`src/rtl/program_sequencer_if.sv`:
```
// Run-control handshake between the program sequencer and the core/testbench side.
// The sequencer takes the master modport; whatever drives start/halt takes the slave modport.
interface program_sequencer_if #(
    parameter int PC_W = 32
) ();
    logic            start;
    logic            halt;
    logic [PC_W-1:0] prog_base;
    logic            core_clear;
    logic            pc_load;
    logic [PC_W-1:0] pc_load_value;
    logic            run_en;
    logic            done;
    logic            timeout;
    logic [31:0]     cycle_count;

    modport master (
        input  start, halt, prog_base,
        output core_clear, pc_load, pc_load_value, run_en, done, timeout, cycle_count
    );

    modport slave (
        output start, halt, prog_base,
        input  core_clear, pc_load, pc_load_value, run_en, done, timeout, cycle_count
    );
endinterface

```
`src/rtl/program_sequencer.sv`:
```
// Run controller for the single-cycle core: clears the core, loads the start PC,
// gates execution and reports completion by halt or by watchdog.
module program_sequencer #(
    parameter int INIT_CYCLES = 2,
    parameter int MAX_CYCLES  = 100000,
    parameter int PC_W        = 32
) (
    input  logic              clk,
    input  logic              reset,
    program_sequencer_if.master bus
);

    typedef enum logic [2:0] {
        S_IDLE   = 3'd0,
        S_CLEAR  = 3'd1,
        S_HOLD   = 3'd2,
        S_RUN    = 3'd3,
        S_FINISH = 3'd4
    } state_e;

    localparam int          CNT_W    = (INIT_CYCLES > 1) ? $clog2(INIT_CYCLES) : 1;
    localparam logic [CNT_W-1:0] CNT_LAST = CNT_W'(INIT_CYCLES - 1);
    localparam logic [31:0] WD_LAST  = 32'(MAX_CYCLES - 1);

    state_e          state_q;
    state_e          state_next;
    logic [CNT_W-1:0] clr_cnt_q;
    logic            core_clear_q;
    logic            pc_load_q;
    logic            run_en_q;
    logic            done_q;
    logic            timeout_q;
    logic [31:0]     cycle_count_q;
    logic [PC_W-1:0] pc_load_value_q;
    logic            wd_hit;
    logic            accept;

    assign wd_hit = (MAX_CYCLES != 0) && (cycle_count_q == WD_LAST);
    assign accept = ((state_q == S_IDLE) || (state_q == S_FINISH)) && bus.start;

    always_comb begin
        // NOTE: default assignment first so every path drives state_next and no latch is inferred.
        state_next = state_q;
        case (state_q)
            S_IDLE:   if (bus.start)                  state_next = S_CLEAR;
            S_CLEAR:  if (clr_cnt_q == CNT_LAST)      state_next = S_HOLD;
            S_HOLD:   if (!bus.start)                 state_next = S_RUN;
            S_RUN:    if (bus.halt || wd_hit)         state_next = S_FINISH;
            S_FINISH: if (bus.start)                  state_next = S_CLEAR;
            default:                                  state_next = S_IDLE;
        endcase
    end

    // Control outputs are registered from the next state, so they match the state register exactly.
    always_ff @(posedge clk or posedge reset) begin
        if (reset) begin
            state_q         <= S_IDLE;
            clr_cnt_q       <= '0;
            core_clear_q    <= 1'b0;
            pc_load_q       <= 1'b0;
            run_en_q        <= 1'b0;
            done_q          <= 1'b0;
            timeout_q       <= 1'b0;
            cycle_count_q   <= '0;
            pc_load_value_q <= '0;
        end else begin
            // NOTE: non-blocking assignments so every register samples pre-edge values.
            state_q      <= state_next;
            core_clear_q <= (state_next == S_CLEAR);
            pc_load_q    <= (state_next == S_HOLD);
            run_en_q     <= (state_next == S_RUN);
            done_q       <= (state_next == S_FINISH);

            if (state_q == S_CLEAR) clr_cnt_q <= clr_cnt_q + CNT_W'(1);
            else                    clr_cnt_q <= '0;

            if (accept) begin
                pc_load_value_q <= bus.prog_base;
                cycle_count_q   <= '0;
                timeout_q       <= 1'b0;
            end

            if (state_q == S_RUN) begin
                if (cycle_count_q != '1) cycle_count_q <= cycle_count_q + 32'd1;
                // halt has priority over the watchdog in the same cycle
                if (!bus.halt && wd_hit) timeout_q <= 1'b1;
            end
        end
    end

    assign bus.core_clear    = core_clear_q;
    assign bus.pc_load       = pc_load_q;
    assign bus.pc_load_value = pc_load_value_q;
    assign bus.run_en        = run_en_q;
    assign bus.done          = done_q;
    assign bus.timeout       = timeout_q;
    assign bus.cycle_count   = cycle_count_q;

endmodule

```
`src/flat_wrapper.sv`:
```
// flat-port wrapper written by rule: the top's interface ports become plain ports
module program_sequencer_flat 
#(
    parameter int INIT_CYCLES = 2,
    parameter int MAX_CYCLES  = 100000,
    parameter int PC_W        = 32
)
  (clk, reset, bus_start, bus_halt, bus_prog_base, bus_core_clear, bus_pc_load, bus_pc_load_value, bus_run_en, bus_done, bus_timeout, bus_cycle_count);
  program_sequencer_if #(.PC_W(PC_W)) bus_i ();
  input  logic clk;
  input  logic reset;
  input wire logic [$bits(bus_i.start)-1:0] bus_start;
  input wire logic [$bits(bus_i.halt)-1:0] bus_halt;
  input wire logic [$bits(bus_i.prog_base)-1:0] bus_prog_base;
  output wire logic [$bits(bus_i.core_clear)-1:0] bus_core_clear;
  output wire logic [$bits(bus_i.pc_load)-1:0] bus_pc_load;
  output wire logic [$bits(bus_i.pc_load_value)-1:0] bus_pc_load_value;
  output wire logic [$bits(bus_i.run_en)-1:0] bus_run_en;
  output wire logic [$bits(bus_i.done)-1:0] bus_done;
  output wire logic [$bits(bus_i.timeout)-1:0] bus_timeout;
  output wire logic [$bits(bus_i.cycle_count)-1:0] bus_cycle_count;
  assign bus_i.start = bus_start;
  assign bus_i.halt = bus_halt;
  assign bus_i.prog_base = bus_prog_base;
  assign bus_core_clear = bus_i.core_clear;
  assign bus_pc_load = bus_i.pc_load;
  assign bus_pc_load_value = bus_i.pc_load_value;
  assign bus_run_en = bus_i.run_en;
  assign bus_done = bus_i.done;
  assign bus_timeout = bus_i.timeout;
  assign bus_cycle_count = bus_i.cycle_count;
  program_sequencer #(.INIT_CYCLES(INIT_CYCLES), .MAX_CYCLES(MAX_CYCLES), .PC_W(PC_W)) u_core (.clk(clk), .reset(reset), .bus(bus_i));
endmodule
```
`config.mk`:
```
export PLATFORM = sky130hd
export DESIGN_NAME = program_sequencer_flat
export DESIGN_NICKNAME = d
export VERILOG_FILES = /design/src/rtl/program_sequencer_if.sv /design/src/rtl/program_sequencer.sv /design/src/flat_wrapper.sv
export SDC_FILE = /design/constraint.sdc
export NUM_CORES = 1
export LEC_CHECK = 0
export BUFFER_PORTS_ARGS = -buffer_cell sky130_fd_sc_hd__buf_4
export CORE_MARGIN = 2
export CORE_UTILIZATION = 45
export CTS_CLUSTER_SIZE = 20
export DETAILED_ROUTE_END_ITERATION = 12
export GPL_TIMING_DRIVEN = 0
export PLACE_DENSITY = 0.68
export SETUP_SLACK_MARGIN = 0.02
export SLEW_MARGIN = 10
export SYNTH_ARGS = -nofsm -noshare
export SYNTH_HDL_FRONTEND = slang
export SYNTH_SLANG_ARGS = --single-unit
export TNS_END_PERCENT = 10
```
`constraint.sdc`:
```
create_clock -name clk -period 3.51 [get_ports clk]
set_clock_uncertainty 0.15 [all_clocks]
set_input_delay 0.702 -clock clk [delete_from_list [all_inputs] [get_ports clk]]
set_output_delay 0.702 -clock clk [all_outputs]
set_load 0.02 [all_outputs]
```
## Word-level counts from Yosys, hierarchy flattened

Index checks and enable logic that the tools add are counted.

- Register bits: 73
- Bits of input ports: 36
- Output and inout bits: 69
- Word-level logic and storage cells: 40

- $add $sub $neg: 2
- Equality and inequality tests: 10
- Mux-type cells: 12
- Reduce and logical (&&, ||, !) cells: 7

Operators with widths:

| kind | count |
|---|---|
| two-way mux 32 bit | 3 |
| adder 32 x 1 -> 32 bit, second input constant | 1 |
| == test 32 x 17 -> 1 bit, second input constant | 1 |
| inequality test 32 bit, second input constant | 1 |
| == test 3 x 2 -> 1 bit, second input constant | 4 |
| two-way mux 3 bit | 4 |
| case mux 3 bit (4 select lines) | 1 |
| == test 3 x 1 -> 1 bit, second input constant | 2 |
| == test 3 bit, second input constant | 2 |
| two-way mux 1 bit | 4 |
| logical NOT 3 bit | 1 |
| logical AND 1 bit | 2 |
| logical OR 1 bit | 2 |
| OR reduction 2 bit | 1 |
| adder 1 bit, second input constant | 1 |
| logical NOT 1 bit | 1 |

## Logic depth before layout (Yosys ltp)

Gate-level depths: netlist of the first run.

- Word-level depth: 6
- Mapped depth: 7
- Gate-level depth less buffers: 6

## Worst setup path after synthesis of the first run

Ideal clock, no wire load.

- Kind: reg-to-reg
- From: register u_core.cycle_count_q[0], in the netlist u_core.bus.cycle_count[0]
- To: register u_core.cycle_count_q[21], in the netlist u_core.bus.cycle_count[21]
- Setup time: 138 ps
- Arrival: 2040 ps
- Required time: 3222 ps
- Slack: 1183 ps
- Cell stages (with the launch flop): 7
- Buffers on the path: 0
- Clock period less this slack: 2327 ps
- Cells stage by stage: dfrtp_1 > ha_1 > nand4_4 > or4_4 > nor3_4 > nor3_1 > mux2i_1

- Longest elaborated chain between the ends: 3
- Elaborated cells on any way between the ends: 4
- Classes of those cells: add/sub: 1; eq/ne: 1; mux: 2

RTL lines:

| item | RTL line | source |
|---|---|---|
| start: declaration | program_sequencer.sv:33 | `logic [31:0] cycle_count_q;` |
| start signal: assignment | program_sequencer.sv:84 | `if (cycle_count_q != '1) cycle_count_q <= cycle_count_q + 32'd1;` |
| adder 32 x 1 -> 32 bit or inequality test 32 bit (tied branches) | program_sequencer.sv:84 |  |
| two-way mux 32 bit (*) | program_sequencer.sv:84 |  |
| two-way mux 32 bit (*) | program_sequencer.sv:83 | `if (state_q == S_RUN) begin` |

Every way passes the cells marked *; elsewhere a longest branch is shown, timed or not.
A chain may end at the register's enable or synchronous reset.

## Worst setup path in the final report of the first run

- From: register u_core.cycle_count_q[0], in the netlist u_core.bus.cycle_count[0]
- To: register u_core.cycle_count_q[4], in the netlist u_core.bus.cycle_count[4]

The elaborated chain is that of the path after synthesis.

==> impl_metrics.json, run 1 <==
{
  "drtIter0Drc": 146,
  "synthAdderAreaFrac_pct": 0.371,
  "io_buffers": 104,
  "synth_edf_count": 0,
  "place.gp.congestion": 0.863,
  "finalNonFillerCells": 576,
  "numCtsBuffers": 9,
  "dp_cells": 561,
  "vias_per_cell": 5.20,
  "final_antenna_net_count": 0,
  "grt_max_degree": 47,
  "post-route-period-util_pct": 73.3,
  "peakVddDrop_uv": 383,
  "clk_pin_slew_ns": 0.07,
  "crit_path_max_fanout": 10,
  "swShare_pct": 38.7,
  "cp.arrival_ns": 2.68,
  "ys.flop_type": "dfrtp_1",
  "grt_pass1_wl_mm": 13.9,
  "ys_ff_latch": 73,
  "clock_latency_ns": 0.34,
  "seq_area_frac_synth_pct": 54.1,
  "nNetsFinal": 510,
  "path_delay_family": "simple AND/OR/NAND/NOR gates",
  "yosys.area.top_type_share_pct": 54.1,
  "slowest_stage": "nor4_4",
  "cp.required_ns": 3.62,
  "reg2reg_setup_slack_ns": 0.94,
  "layout_min_cycle_time_ns": 2.57,
  "drive_above_1_share_pct": 27.3,
  "cp-start-kind": "flip-flop",
  "grt_pass1_vias": 2865,
  "max_stage_delay_ns": 0.49,
  "wire_per_inst_um": 14.8,
  "core_area_mm2": 0.00725,
  "synth.top_cells.by_area": "dfrtp_1 (54%), nand2_1 (15%), mux2i_1 (8.0%)",
  "dieArea_mm2": 0.00821,
  "postCtsSetupBuffers": 0,
  "die_w_um": 90.6,
  "yosysWarnings": 0,
  "synth_mux_area_share_pct": 8.01,
  "setup_violations": 0,
  "avgSynthCellArea_um2": 9.46,
  "antennaDiodeCount": 0,
  "worst-r2r-cell-count": 7,
  "hpwlAfterDp_mm": 5.98,
  "die_h_um": 90.6,
  "syn_nets": 394,
  "synth_compound_area_share_pct": 4.34,
  "fin_ws_ns": 0.938,
  "synth_top_family_by_area": "simple AND/OR/NAND/NOR gates",
  "p_leak_nw": 2.41,
  "io_pins": 105,
  "synthesis.instances": 357,
  "clkPwrFrac_pct": 20.1,
  "slew_headroom_pct": 57.5,
  "drt-pass1-iter-count": 4,
  "yosys.area.top_type": "dfrtp_1",
  "hold_viol_final": 0,
  "reg2reg_to": "u_core.bus.cycle_count[4]$_DFF_PP0_",
  "power_density_mw_per_mm2": 638,
  "synth_xor_area_share_pct": 0,
  "internal_power_mw": 1.75,
  "total_power_mw": 2.85,
  "fp-row-count": 31,
  "cts_sinks": 73,
  "worst_slew_pin_slew_ns": 0.638,
  "end_kind": "flip-flop",
  "drc_errors": 0,
  "setup_tns_ns": 0,
  "path_cells": "ha_1 > nand4_4 > nor4_4 > a31oi_1 > buf_2 > nand4_1 > mux2i_1",
  "cts_root_buf": "clkbuf_8",
  "dr_total_vias": 2996,
  "whs_ns": 0.204,
  "drv_cap": 0,
  "pwr-share-comb_pct": 38.0,
  "hp-class": "in2async",
  "slew_violations": 0,
  "drt_wl_total_mm": 8.52,
  "grt_usage_pct": 21.2,
  "hold_buffers": 0,
  "status": "finished, final reports clean",
  "htree_num_levels": 3,
  "path_class": "reg2reg",
  "p_switching_mw": 1.10,
  "seqPwrFrac_pct": 42.0,
  "clock_tree.buffer_depth": 2,
  "nFillCells": 643,
  "synth-simple-area-share_pct": 31.1,
  "synthArstFlopShare_pct": 100,
  "rsz0062_at_grt": "false",
  "r2r-start": "u_core.bus.cycle_count[0]$_DFF_PP0_",
  "synth_area_mm2": 0.00338,
  "synth_cell_types": 41,
  "area_growth_pct": 32.5,
  "cts_tree": "yes",
  "antenna_found_initial": 0,
  "most-common-layout-cells": "nand2_1 (135), buf_4 (104), dfrtp_1 (73), mux2i_1 (27), nand3_1 (17)",
  "initial_core_util_pct": 46.5,
  "gr-total-overflow": 0,
  "pre_cts_slack_ns": 0.943,
  "critical_path_buf_inv_count": 1,
  "postCtsResizedCells": 0,
  "layout_commonest_cell": "nand2_1",
  "fmax_mhz": 389
}
## cells in the mapped netlist, drive strengths merged (2+ instances only)
library cell	instances
nand2	135
dfrtp	73
mux2i	27
nand4	18
nand3	17
clkbuf	12
nor2	9
nor4	7
o21ai	7
and3	5
or4	5
a21oi	4
inv	4
nor3	4
and2	3
and4	3
a31oi	2
buf	2
nand2b	2
o311ai	2
o41ai	2
or2	2
or3	2
or4b	2
## area by class of cell
class	count	area (um^2)	share of cell area (%)
plain buffers	14	53.8	1.20
clock buffers	11	141	3.16
clock inverters	4	20.0	0.448
inverters	4	17.5	0.392
multi-input cells	266	1480	33.1
flip-flops and latches	73	1830	40.9
well taps	99	124	2.77
repair buffers	105	808	18.1
## power groups by stage
stage                     Clock (mW)  Sequential (mW)  Combinational [mW]
after CTS                      0.588             1.20                1.10
after global routing           0.626             1.23                1.19
after detailed placement           0             1.20                1.10
after floorplan                    0             1.44               0.368
after global placement             0             1.20                1.08
final                          0.573             1.20                1.08
## worst max-delay path by stage
| stage | from | to | slack, ns | cells after the start |
|---|---|---|---|---|
| after global routing | u_core.bus.cycle_count[0]$_DFF_PP0_ | u_core.bus.cycle_count[4]$_DFF_PP0_ | 0.77 | 7 |
| after CTS | u_core.bus.cycle_count[0]$_DFF_PP0_ | u_core.bus.cycle_count[4]$_DFF_PP0_ | 0.92 | 7 |
| after global placement | reset | u_core.bus.cycle_count[30]$_DFF_PP0_ | -0.14 | 2 |
| after floorplan | reset | u_core.bus.core_clear$_DFF_PP0_ | 0.80 | 1 |
| after detailed placement | u_core.bus.cycle_count[0]$_DFF_PP0_ | u_core.bus.cycle_count[4]$_DFF_PP0_ | 0.94 | 7 |
| final | u_core.bus.cycle_count[0]$_DFF_PP0_ | u_core.bus.cycle_count[4]$_DFF_PP0_ | 0.94 | 7 |
## stage by stage
| stage | instance area (um^2) | util, % |
|---|---|---|
| floorplan | 3380 | - |
| detailed placement | 4310 | 59.4 |
| global placement | 4280 | 59.0 |
| CTS | 4470 | 61.7 |
| global route | 4470 | 61.7 |
| finish | 4470 | 61.7 |
## cells by family (layout without fill, tap and decap cells)
logic type / count (synthesis) / count (layout)
multiplexers: 27 / 27
adder cells (fa/ha/maj): 1 / 1
AND/OR/NAND/NOR: 216 / 216
flip-flops: 73 / 73
buffers and inverters: 18 / 138
AO/OA/AOI/OAI: 22 / 22
## registers in the layout (all words and copies together), names as in the netlist
register	cells
u_core.bus.cycle_count	32
u_core.state_q	3
u_core.bus.core_clear	1
u_core.bus.pc_load	1
u_core.clr_cnt_q	1
u_core.bus.pc_load_value	32
u_core.bus.done	1
u_core.bus.timeout	1
u_core.bus.run_en	1
## metal layers
| metal | vias up | global-route usage (%) | wire, um |
|---|---|---|---|
| li1 | 1470 | - | - |
| met1 | 1429 | 29.2 | 3780 |
| met2 | 89 | 31.7 | 4010 |
| met3 | 8 | 5.51 | 640 |
| met4 | 0 | 9.36 | 91 |
| met5 | - | 0 | 0 |
(Power assumes the default switching activity.)
==> inputs of run 2 (changes only) <==
clock period = 2.5 ns   (was 3.51 ns; I/O delays follow)
==> run 2 against run 1 <==
Count of clock-buffer cells in the layout decreased by 1. Critical path depth unchanged. Via count is 2.1% higher. Critical path type unchanged. Largest power group unchanged.
==> impl_metrics.json, run 2 (synthesis gave the netlist of run 1 again) <==
{
  "wire_per_inst_um": 14.9,
  "cts_root_buf": "clkbuf_8",
  "die_h_um": 90.6,
  "grt_max_degree": 33,
  "hpwlAfterDp_mm": 6.34,
  "numCtsBuffers": 9,
  "drc_errors": 0,
  "grt_usage_pct": 22.0,
  "cp.required_ns": 2.59,
  "io_pins": 105,
  "slowest_stage": "or4_4",
  "clock_tree.buffer_depth": 2,
  "grt_pass1_vias": 3006,
  "crit_path_max_fanout": 6,
  "layout_commonest_cell": "nand2_1",
  "grt_pass1_wl_mm": 14.4,
  "critical_path_buf_inv_count": 1,
  "hp-class": "in2reg",
  "worst_slew_pin_slew_ns": 0.550,
  "most-common-layout-cells": "nand2_1 (135), buf_4 (110), dfrtp_1 (72), mux2i_1 (27), nand3_1 (17)",
  "area_growth_pct": 36.5,
  "rsz0062_at_grt": "false",
  "post_dp_cell_area_mm2": 0.00432,
  "final_antenna_net_count": 0,
  "clk_pin_slew_ns": 0.08,
  "gr-total-overflow": 0,
  "drt_wl_total_mm": 8.70,
  "io_buffers": 104,
  "dieArea_mm2": 0.00821,
  "slew_violations": 0,
  "status": "finished, final reports clean",
  "path_delay_family": "simple AND/OR/NAND/NOR gates",
  "drv_cap": 0,
  "clock_latency_ns": 0.35,
  "initial_core_util_pct": 46.5,
  "post-route-period-util_pct": 95.4,
  "htree_num_levels": 3,
  "slew_headroom_pct": 63.3,
  "antenna_found_initial": 0,
  "fp-row-count": 31,
  "max_stage_delay_ns": 0.59,
  "cts_tree": "yes",
  "drt-pass1-iter-count": 4,
  "hold_viol_final": 0,
  "p_leak_nw": 2.47,
  "fmax_mhz": 419,
  "cts_sinks": 73,
  "fin_util_pct": 63.6,
  "setup_violations": 0,
  "place.gp.congestion": 0.919,
  "dr_total_vias": 3058,
  "core_area_mm2": 0.00725,
  "vias_per_cell": 5.23,
  "path_cells": "ha_2 > nand4_4 > or4_4 > nor3_4 > buf_4 > o311ai_0 > o41ai_1",
  "power_density_mw_per_mm2": 903,
  "nNetsFinal": 518,
  "cp-start-kind": "flip-flop",
  "cp.arrival_ns": 2.48,
  "peakVddDrop_uv": 773,
  "path_class": "reg2reg",
  "antennaDiodeCount": 0,
  "end_kind": "flip-flop",
  "drtIter0Drc": 230,
  "layout_min_cycle_time_ns": 2.38,
  "design_area_mm2": 0.00461,
  "drive_above_1_share_pct": 29.4,
  "die_w_um": 90.6
}
## run 2: final cells by class
type	instances	area, um^2
Timing Repair Buffer	113	876
Inverter	4	18.8
Fill cell	632	2640
Tap cell	99	124
Buffer	14	53.8
Sequential cell	73	1830
Clock buffer	10	138
Clock inverter	6	67.6
Multi-Input combinational cell	266	1500
## run 2: what timing repair did
item                       in CTS  in global routing
hold endpoints to repair       11                  0
gates resized for setup         0                  5
pin swaps                       1                  2
buffers inserted                0                  6
hold buffers                    1                  0
setup endpoints to repair      12                 18
## run 2: metrics by stage
| step | hold WS (ns) | cells | setup TNS (ns) | worst slack (ns) | total power, mW |
|---|---|---|---|---|---|
| 2_1_floorplan | 0.297 | 357 | 0 | 0.173 | 2.54 |
| 3_3_place_gp | 0.309 | 560 | -0.0128 | -0.0128 | 3.20 |
| 3_5_place_dp | 0.313 | 562 | -0.272 | -0.0743 | 3.25 |
| 4_1_cts | 0.181 | 579 | 0 | 0.00469 | 4.19 |
| 5_1_grt | 0.185 | 585 | 0 | 0.0204 | 4.43 |
| 6_report | 0.189 | 585 | 0 | 0.116 | 4.16 |
## run 2: power by group
part	switching, mW	total [mW]	internal (mW)	leakage (nW)
logic	0.934	1.53	0.598	1.41
registers	0.198	1.69	1.49	0.959
clock network	0.456	0.946	0.489	0.0985
total	1.59	4.16	2.58	2.47
## run 2: worst register-to-register path: stages, from the launching register on
cell      delay [ns]
dfrtp_1         0.45
ha_2            0.27
nand4_4         0.19
or4_4           0.59
nor3_4          0.21
buf_4           0.17
o311ai_0        0.14
o41ai_1         0.11
## run 2: worst paths after layout
kind                                                          from                                       end  slack (ns)  cells after the start
max                            u_core.bus.cycle_count[1]$_DFF_PP0_      u_core.bus.cycle_count[25]$_DFF_PP0_        0.12                      7
min                                               bus_prog_base[9]   u_core.bus.pc_load_value[9]$_DFFE_PP0P_        0.19                      3
max reg2reg                    u_core.bus.cycle_count[1]$_DFF_PP0_      u_core.bus.cycle_count[25]$_DFF_PP0_        0.12                      7
min reg2reg                u_core.bus.pc_load_value[1]$_DFFE_PP0P_   u_core.bus.pc_load_value[1]$_DFFE_PP0P_        0.33                      2
max in group asynchronous                                    reset       u_core.bus.cycle_count[0]$_DFF_PP0_        1.20                      4
min in group asynchronous                                    reset  u_core.bus.pc_load_value[11]$_DFFE_PP0P_        0.54                      3
## run 2: per-layer routing
layer	up-vias	GRT usage [%]	routed length [um]
li1	1486	-	-
met1	1452	27.7	3690
met4	0	6.79	106
met2	109	36.3	4240
met3	11	6.68	660
met5	-	0	0
